File: src/rtl/led_pkg.sv
// Shared types and constants for the LED flash sequencer.
package led_pkg;

  typedef enum logic [1:0] {
    IDLE = 2'd0,
    ON   = 2'd1,
    OFF  = 2'd2
  } state_t;

  localparam logic [2:0] LED_OFF = 3'b111;

  // Phase lengths of zero ticks are promoted to one tick.
  function automatic logic [7:0] min_one(input logic [7:0] ticks);
    return (ticks == 8'd0) ? 8'd1 : ticks;
  endfunction

endpackage

File: src/rtl/tick_gen.sv
// Free-running prescaler: counts 0..TICK_DIV-1 and flags the last count as a tick.
module tick_gen #(
  parameter int TICK_DIV = 10
) (
  input  logic clk,
  input  logic rst_n,
  input  logic clr,
  output logic tick
);

  localparam int W = $clog2(TICK_DIV);
  localparam logic [W-1:0] LAST = W'(TICK_DIV - 1);

  logic [W-1:0] cnt_reg;

  always_ff @(posedge clk or negedge rst_n) begin
    if (!rst_n) begin
      cnt_reg <= '0;
    end else if (clr || cnt_reg == LAST) begin
      cnt_reg <= '0;
    end else begin
      cnt_reg <= cnt_reg + W'(1);
    end
  end

  // A held clear keeps the count at zero, so no tick can appear while cleared.
  assign tick = (cnt_reg == LAST);

endmodule

File: src/rtl/led_seq_ctrl.sv
// RGB flash sequencer: accepts one flash command, then alternates ON/OFF phases
// timed in prescaler ticks until the flash count is reached or abort arrives.
module led_seq_ctrl
  import led_pkg::*;
#(
  parameter int CLK_HZ  = 24000000,
  parameter int TICK_HZ = 100
) (
  input  logic       clk,
  input  logic       rst_n,
  input  logic       cmd_valid,
  output logic       cmd_ready,
  input  logic [2:0] cmd_color,
  input  logic [7:0] cmd_on,
  input  logic [7:0] cmd_off,
  input  logic [3:0] cmd_count,
  input  logic       abort,
  output logic [2:0] led_n,
  output logic       busy,
  output logic       done
);

  localparam int TICK_DIV = CLK_HZ / TICK_HZ;

  state_t     state_reg, state_next;
  logic [2:0] color_reg;
  logic [7:0] on_reg, off_reg;
  logic [3:0] count_reg;
  logic [3:0] flash_reg;
  logic [7:0] tcnt_reg;
  logic [2:0] led_n_reg, led_next;
  logic       done_reg, done_next;

  logic       tick;
  logic       accept;
  logic       expire;
  logic       last_flash;
  logic [7:0] phase_last;
  logic [3:0] flash_inc;

  tick_gen #(
    .TICK_DIV(TICK_DIV)
  ) u_tick_gen (
    .clk  (clk),
    .rst_n(rst_n),
    .clr  (state_reg == IDLE),
    .tick (tick)
  );

  assign cmd_ready  = (state_reg == IDLE) && !abort;
  assign accept     = cmd_valid && cmd_ready;
  assign busy       = (state_reg != IDLE);
  assign phase_last = ((state_reg == ON) ? min_one(on_reg) : min_one(off_reg)) - 8'd1;
  assign expire     = tick && (tcnt_reg == phase_last);
  assign flash_inc  = flash_reg + 4'd1;
  // count==0 never matches, so the counter just wraps in endless mode.
  assign last_flash = (count_reg != 4'd0) && (flash_inc == count_reg);

  always_ff @(posedge clk or negedge rst_n) begin
    if (!rst_n) begin
      state_reg <= IDLE;
    end else begin
      state_reg <= state_next;
    end
  end

  always_comb begin
    state_next = state_reg;
    case (state_reg)
      IDLE: if (accept) state_next = ON;
      ON: begin
        if (abort)       state_next = IDLE;
        else if (expire) state_next = OFF;
      end
      OFF: begin
        if (abort)       state_next = IDLE;
        else if (expire) state_next = last_flash ? IDLE : ON;
      end
      default: state_next = IDLE;
    endcase
  end

  // LED drive follows the next state so led_n changes on the same edge as the FSM.
  always_comb begin
    led_next  = LED_OFF;
    done_next = 1'b0;
    if (state_next == ON) begin
      led_next = accept ? ~cmd_color : ~color_reg;
    end
    if (state_reg == OFF && !abort && expire && last_flash) begin
      done_next = 1'b1;
    end
  end

  always_ff @(posedge clk or negedge rst_n) begin
    if (!rst_n) begin
      led_n_reg <= LED_OFF;
      done_reg  <= 1'b0;
    end else begin
      led_n_reg <= led_next;
      done_reg  <= done_next;
    end
  end

  always_ff @(posedge clk or negedge rst_n) begin
    if (!rst_n) begin
      color_reg <= '0;
      on_reg    <= '0;
      off_reg   <= '0;
      count_reg <= '0;
      flash_reg <= '0;
      tcnt_reg  <= '0;
    end else if (accept) begin
      color_reg <= cmd_color;
      on_reg    <= cmd_on;
      off_reg   <= cmd_off;
      count_reg <= cmd_count;
      flash_reg <= '0;
      tcnt_reg  <= '0;
    end else if (state_reg != IDLE) begin
      if (expire) begin
        tcnt_reg <= '0;
        if (state_reg == OFF) flash_reg <= flash_inc;
      end else if (tick) begin
        tcnt_reg <= tcnt_reg + 8'd1;
      end
    end
  end

  assign led_n = led_n_reg;
  assign done  = done_reg;

endmodule

File: config.mk
export PLATFORM = sky130hd
export DESIGN_NAME = led_seq_ctrl
export DESIGN_NICKNAME = d
export VERILOG_FILES = /design/src/rtl/led_pkg.sv /design/src/rtl/tick_gen.sv /design/src/rtl/led_seq_ctrl.sv
export SDC_FILE = /design/constraint.sdc
export NUM_CORES = 1
export LEC_CHECK = 0
export ABC_AREA = 1
export CAP_MARGIN = 20
export CELL_PAD_IN_SITES_DETAIL_PLACEMENT = 0
export CELL_PAD_IN_SITES_GLOBAL_PLACEMENT = 1
export CORE_MARGIN = 2
export CORE_UTILIZATION = 45
export CTS_BUF_LIST = sky130_fd_sc_hd__clkbuf_8
export DETAILED_ROUTE_END_ITERATION = 8
export PLACE_DENSITY_LB_ADDON = 0.1
export SETUP_SLACK_MARGIN = 0.5
export SYNTH_ARGS = -nofsm -noshare
export SYNTH_HDL_FRONTEND = slang
export SYNTH_HIERARCHICAL = 1
export SYNTH_SLANG_ARGS = --single-unit
File: constraint.sdc
create_clock -name clk -period 5.1 [get_ports clk]
set_clock_uncertainty 0.15 [all_clocks]
set_input_delay 1.275 -clock clk [delete_from_list [all_inputs] [get_ports clk]]
set_output_delay 1.275 -clock clk [all_outputs]
set_load 0.02 [all_outputs]
==> Implementation_results.wiki <==
{| class="wikitable"
! Metric !! Value
|-
| Startpoint of the worst-slack reg-to-reg timing path || state_reg[0]
|-
| Synth warnings || 6
|-
| Minimum period implied by the final worst setup slack || around 4000 ps
|-
| Number of design rule violations left after detail routing || 0
|-
| Number of cells after detailed placement || between 600 and 700
|-
| Cell family with most CP delay || buffers and inverters
|-
| Slowest stage delay, CP || ~630 ps
|-
| Seq/Total Area, Yosys || about two fifths
|-
| Row cnt || 32
|-
| Count of boundary I/O pins || 33
|-
| R2R Setup Slk || roughly 2200 ps
|-
| Setup Crit Path Kind || input pin to output pin
|-
| Post-synthesis instance area || between 3000 and 4000 µm²
|-
| Hold buffers post-CTS || 0
|-
| Gate count after technology mapping || between 400 and 500
|-
| Number of clock sinks seen by CTS || 59
|-
| Run status || complete, no violations
|-
| Total number of nets in the final design || approximately 550
|-
| Crit Reg-Reg Endpoint || flash_reg[0]
|-
| Total power divided by cell area || about 330 nW/µm²
|-
| Maximum buffer depth of the clock tree || 2
|-
| Number of input and output port buffers inserted || 32
|-
| Starting density of the core || between 40% and 50%
|-
| Full die area || about 8600 µm²
|-
| Share of layout cells above drive strength 1 || 12.7%
|-
| Minimum setup slack after placement || approximately 1100 ps
|-
| Synthesized Nets || around 510
|-
| Initial DRC Count || 166
|-
| X dimension of the die || 92.8 µm
|-
| Cell with the largest stage delay on the worst path || sky130_fd_sc_hd__clkdlybuf4s50_1
|-
| Tightest hold margin || ~330 ps
|-
| Max Slew Vio Count || 0
|-
| Critical path, cell by cell || clkdlybuf4s50_1 > nor2_1 > clkdlybuf4s50_1
|-
| Total setup buffers inserted after CTS || 0
|-
| Cell depth of the worst setup path || 3
|-
| Filler Cells Inserted || approximately 750
|-
| Total vias in the final route || approximately 3k
|-
| Slew headroom || around 49%
|-
| Least-Margin Pin Slew || between 700 and 800 ps
|-
| Total negative slack || 0 ps
|-
| Worst Hold Depth || 2
|-
| Buf+Inv Stages, Crit Path || 2
|-
| Final period utilization || 77.8%
|-
| Endpoint type of the worst setup path || output pin
|-
| IR Drop Worst-Case VDD || 0.167 mV
|-
| Number of setup violations in the final report || 0
|-
| Final hold violations || 0
|-
| Final worst setup slack || roughly 1100 ps
|-
| Post-Synthesis Mean Instance Area || between 7 and 8 µm²
|-
| Post-cts sizing count || 0
|-
| Class of the tightest hold or removal check || flop to flop
|-
| Hold Path Sink || color_reg[1]
|-
| Hold Startpoint || color_reg[1]
|-
| Finished Layout Cells || 623
|-
| Detail-routed via count per cell || 4.82
|-
| Die Y-Extent || around 93 µm
|-
| WP data required || around 3700 ps
|-
| Clock root buffer || sky130_fd_sc_hd__clkbuf_8
|-
| Number of nets with antenna violations after routing || 0
|-
| Number of maximum-capacitance violations || 0
|-
| Final routed wire length divided by cell count || 12.6 µm
|-
| Wire length of the first global-routing pass || 13,800 µm
|-
| Layout Area Growth over Synthesis || 16.8%
|-
| Number of buffers added by the clock tree synthesis step || 9
|-
| Number of antenna violations at the first check in global routing || 0
|-
| FF-to-FF path depth || 18
|-
| RSZ-0062 raised after global routing || no
|-
| Post-synth top area cell || sky130_fd_sc_hd__dfrtp_1
|-
| Max FFs per register || 18
|-
| Area share of the largest cell type after synthesis || between 30% and 40%
|-
| Area of the core region || about 7700 µm²
|-
| Critical Path Fanout Max || 4
|-
| CTS H-tree lvls || 3
|-
| Unique cell type count in the Yosys netlist || 35
|-
| TritonCTS clock tree || done
|-
| Vias in the first global route || around 3k
|-
| Largest net degree at the start of global routing || 60
|-
| ANT cells || 0
|-
| Critical path launch point type || input pin
|-
| Total congestion overflow after global routing || 0
|-
| Top area cells in the synthesized netlist || sky130_fd_sc_hd__dfrtp_1, sky130_fd_sc_hd__nand2_1, sky130_fd_sc_hd__inv_1
|-
| All-Layer GR Usage || about 21%
|-
| HPWL Detailed || between 5000 and 6000 µm
|-
| Final Wtd Congestion || slightly above 0.8
|-
| Final Routed Wirelength || ~7900 µm
|-
| Max Clk Rate || about 250 MHz
|-
| Later-pin clock latency in the skew report || ~330 ps
|-
| Most frequent cell on the critical path || sky130_fd_sc_hd__clkdlybuf4s50_1
|-
| Detailed Routing Iterations Pass 1 || 4
|-
| Pleak || 1.95 nW
|-
| Total of flip-flops plus latches after synthesis || a little under 60
|-
| Data arrival time of the critical path || approximately 2500 ps
|-
| Clock transition at the register clock pins on the worst setup and hold paths after CTS || 70 ps
|}
-- tightest hold or removal path: stages, from the launching register on --
cell and delay, ps:
sky130_fd_sc_hd__dfrtp_1 330, sky130_fd_sc_hd__nand2_1 50, sky130_fd_sc_hd__nand2_1 70
-- cells in the final DEF (no fill, tap or decap), types with 2 or more instances in the layout --
cell type,instances
sky130_fd_sc_hd__nand3b_1,2
sky130_fd_sc_hd__clkbuf_8,9
sky130_fd_sc_hd__nand2_2,14
sky130_fd_sc_hd__nor2_4,5
sky130_fd_sc_hd__or2_2,2
sky130_fd_sc_hd__nand3_1,33
sky130_fd_sc_hd__a21oi_1,3
sky130_fd_sc_hd__nor2_2,9
sky130_fd_sc_hd__bufinv_16,2
sky130_fd_sc_hd__dfstp_2,3
sky130_fd_sc_hd__clkdlybuf4s50_1,31
sky130_fd_sc_hd__o21ai_0,26
sky130_fd_sc_hd__clkinv_2,2
sky130_fd_sc_hd__o21ai_1,3
sky130_fd_sc_hd__dfrtp_1,56
sky130_fd_sc_hd__o21bai_1,2
sky130_fd_sc_hd__nand2_4,3
sky130_fd_sc_hd__nand2_1,164
sky130_fd_sc_hd__o21ai_2,5
sky130_fd_sc_hd__xor2_1,12
sky130_fd_sc_hd__nand4_1,5
sky130_fd_sc_hd__nor3_1,8
sky130_fd_sc_hd__ha_1,4
sky130_fd_sc_hd__inv_1,51
sky130_fd_sc_hd__nand3_2,2
sky130_fd_sc_hd__clkinv_1,2
sky130_fd_sc_hd__inv_2,3
sky130_fd_sc_hd__buf_4,2
sky130_fd_sc_hd__nor2_1,45
sky130_fd_sc_hd__xnor2_1,5
-- per-stage QoR --
stage / cell area (µm²) / power [mW] / util, %
6_report: 4150 / 1.39 / 54.0
4_1_cts: 4150 / 1.40 / 54.0
3_5_place_dp: 3940 / 0.935 / 51.2
5_1_grt: 4150 / 1.48 / 54.0
2_1_floorplan: 3550 / 0.841 / -
3_3_place_gp: 3940 / 0.931 / 51.2
-- worst max path at each step --
stage          startpoint        end
5_1_grt             abort  cmd_ready
6_report            abort  cmd_ready
4_1_cts             abort  cmd_ready
3_5_place_dp        abort  cmd_ready
2_1_floorplan       abort  cmd_ready
3_3_place_gp        abort  cmd_ready
-- logic make-up after synthesis --
family | after synthesis | share of synthesized area, %
buffers and inverters | 61 | 7.65
and+or+nand+nor | 294 | 37.8
xor gates and xnor gates | 17 | 4.19
DFF | 59 | 41.7
AOI/OAI and AO/OA | 43 | 7.23
adders and majority gates | 4 | 1.41
-- power breakdown --
| part | internal [mW] | total (mW) | switching (mW) |
|---|---|---|---|
| Clock | 0.270 | 0.460 | 0.190 |
| Sequential | 0.522 | 0.566 | 0.0442 |
| Combinational | 0.138 | 0.359 | 0.222 |
-- cells in the mapped netlist --
library cell / n
sky130_fd_sc_hd__a211oi_1: 1
sky130_fd_sc_hd__a21oi_1: 3
sky130_fd_sc_hd__buf_12: 2
sky130_fd_sc_hd__buf_2: 2
sky130_fd_sc_hd__buf_6: 1
sky130_fd_sc_hd__clkbuf_1: 2
sky130_fd_sc_hd__clkinv_1: 2
sky130_fd_sc_hd__dfrtp_1: 56
sky130_fd_sc_hd__dfstp_2: 3
sky130_fd_sc_hd__ha_1: 4
sky130_fd_sc_hd__inv_1: 49
sky130_fd_sc_hd__inv_2: 3
sky130_fd_sc_hd__nand2_1: 164
sky130_fd_sc_hd__nand2_2: 14
sky130_fd_sc_hd__nand2_4: 3
sky130_fd_sc_hd__nand2_8: 1
sky130_fd_sc_hd__nand3_1: 33
sky130_fd_sc_hd__nand3_2: 2
sky130_fd_sc_hd__nand3b_1: 2
sky130_fd_sc_hd__nand4_1: 5
sky130_fd_sc_hd__nor2_1: 45
sky130_fd_sc_hd__nor2_2: 9
sky130_fd_sc_hd__nor2_4: 5
sky130_fd_sc_hd__nor2_8: 1
sky130_fd_sc_hd__nor3_1: 8
sky130_fd_sc_hd__o211ai_1: 1
sky130_fd_sc_hd__o21ai_0: 26
sky130_fd_sc_hd__o21ai_1: 3
sky130_fd_sc_hd__o21ai_2: 5
sky130_fd_sc_hd__o21ai_4: 1
sky130_fd_sc_hd__o21bai_1: 2
sky130_fd_sc_hd__o22ai_1: 1
sky130_fd_sc_hd__or2_2: 2
sky130_fd_sc_hd__xnor2_1: 5
sky130_fd_sc_hd__xor2_1: 12
-- area by class of cell --
type / count / area, µm² / area share (%)
flip-flops and latches: 59 / 1480 / 35.7
multi-input cells: 358 / 1800 / 43.3
repair buffers: 34 / 330 / 7.96
clock inverters: 7 / 85.1 / 2.05
inverters: 54 / 203 / 4.89
clock buffers: 9 / 124 / 2.99
well taps: 102 / 128 / 3.08
-- metal layers --
metal,vias to the layer above,routed length [µm],global-route usage (%)
li1,1576,-,-
met1,1379,3990,28.3
met2,40,3570,33.0
met3,7,254,3.74
met4,0,72,6.25
met5,-,0,0
No activity file was read; power rests on OpenSTA's default activity.
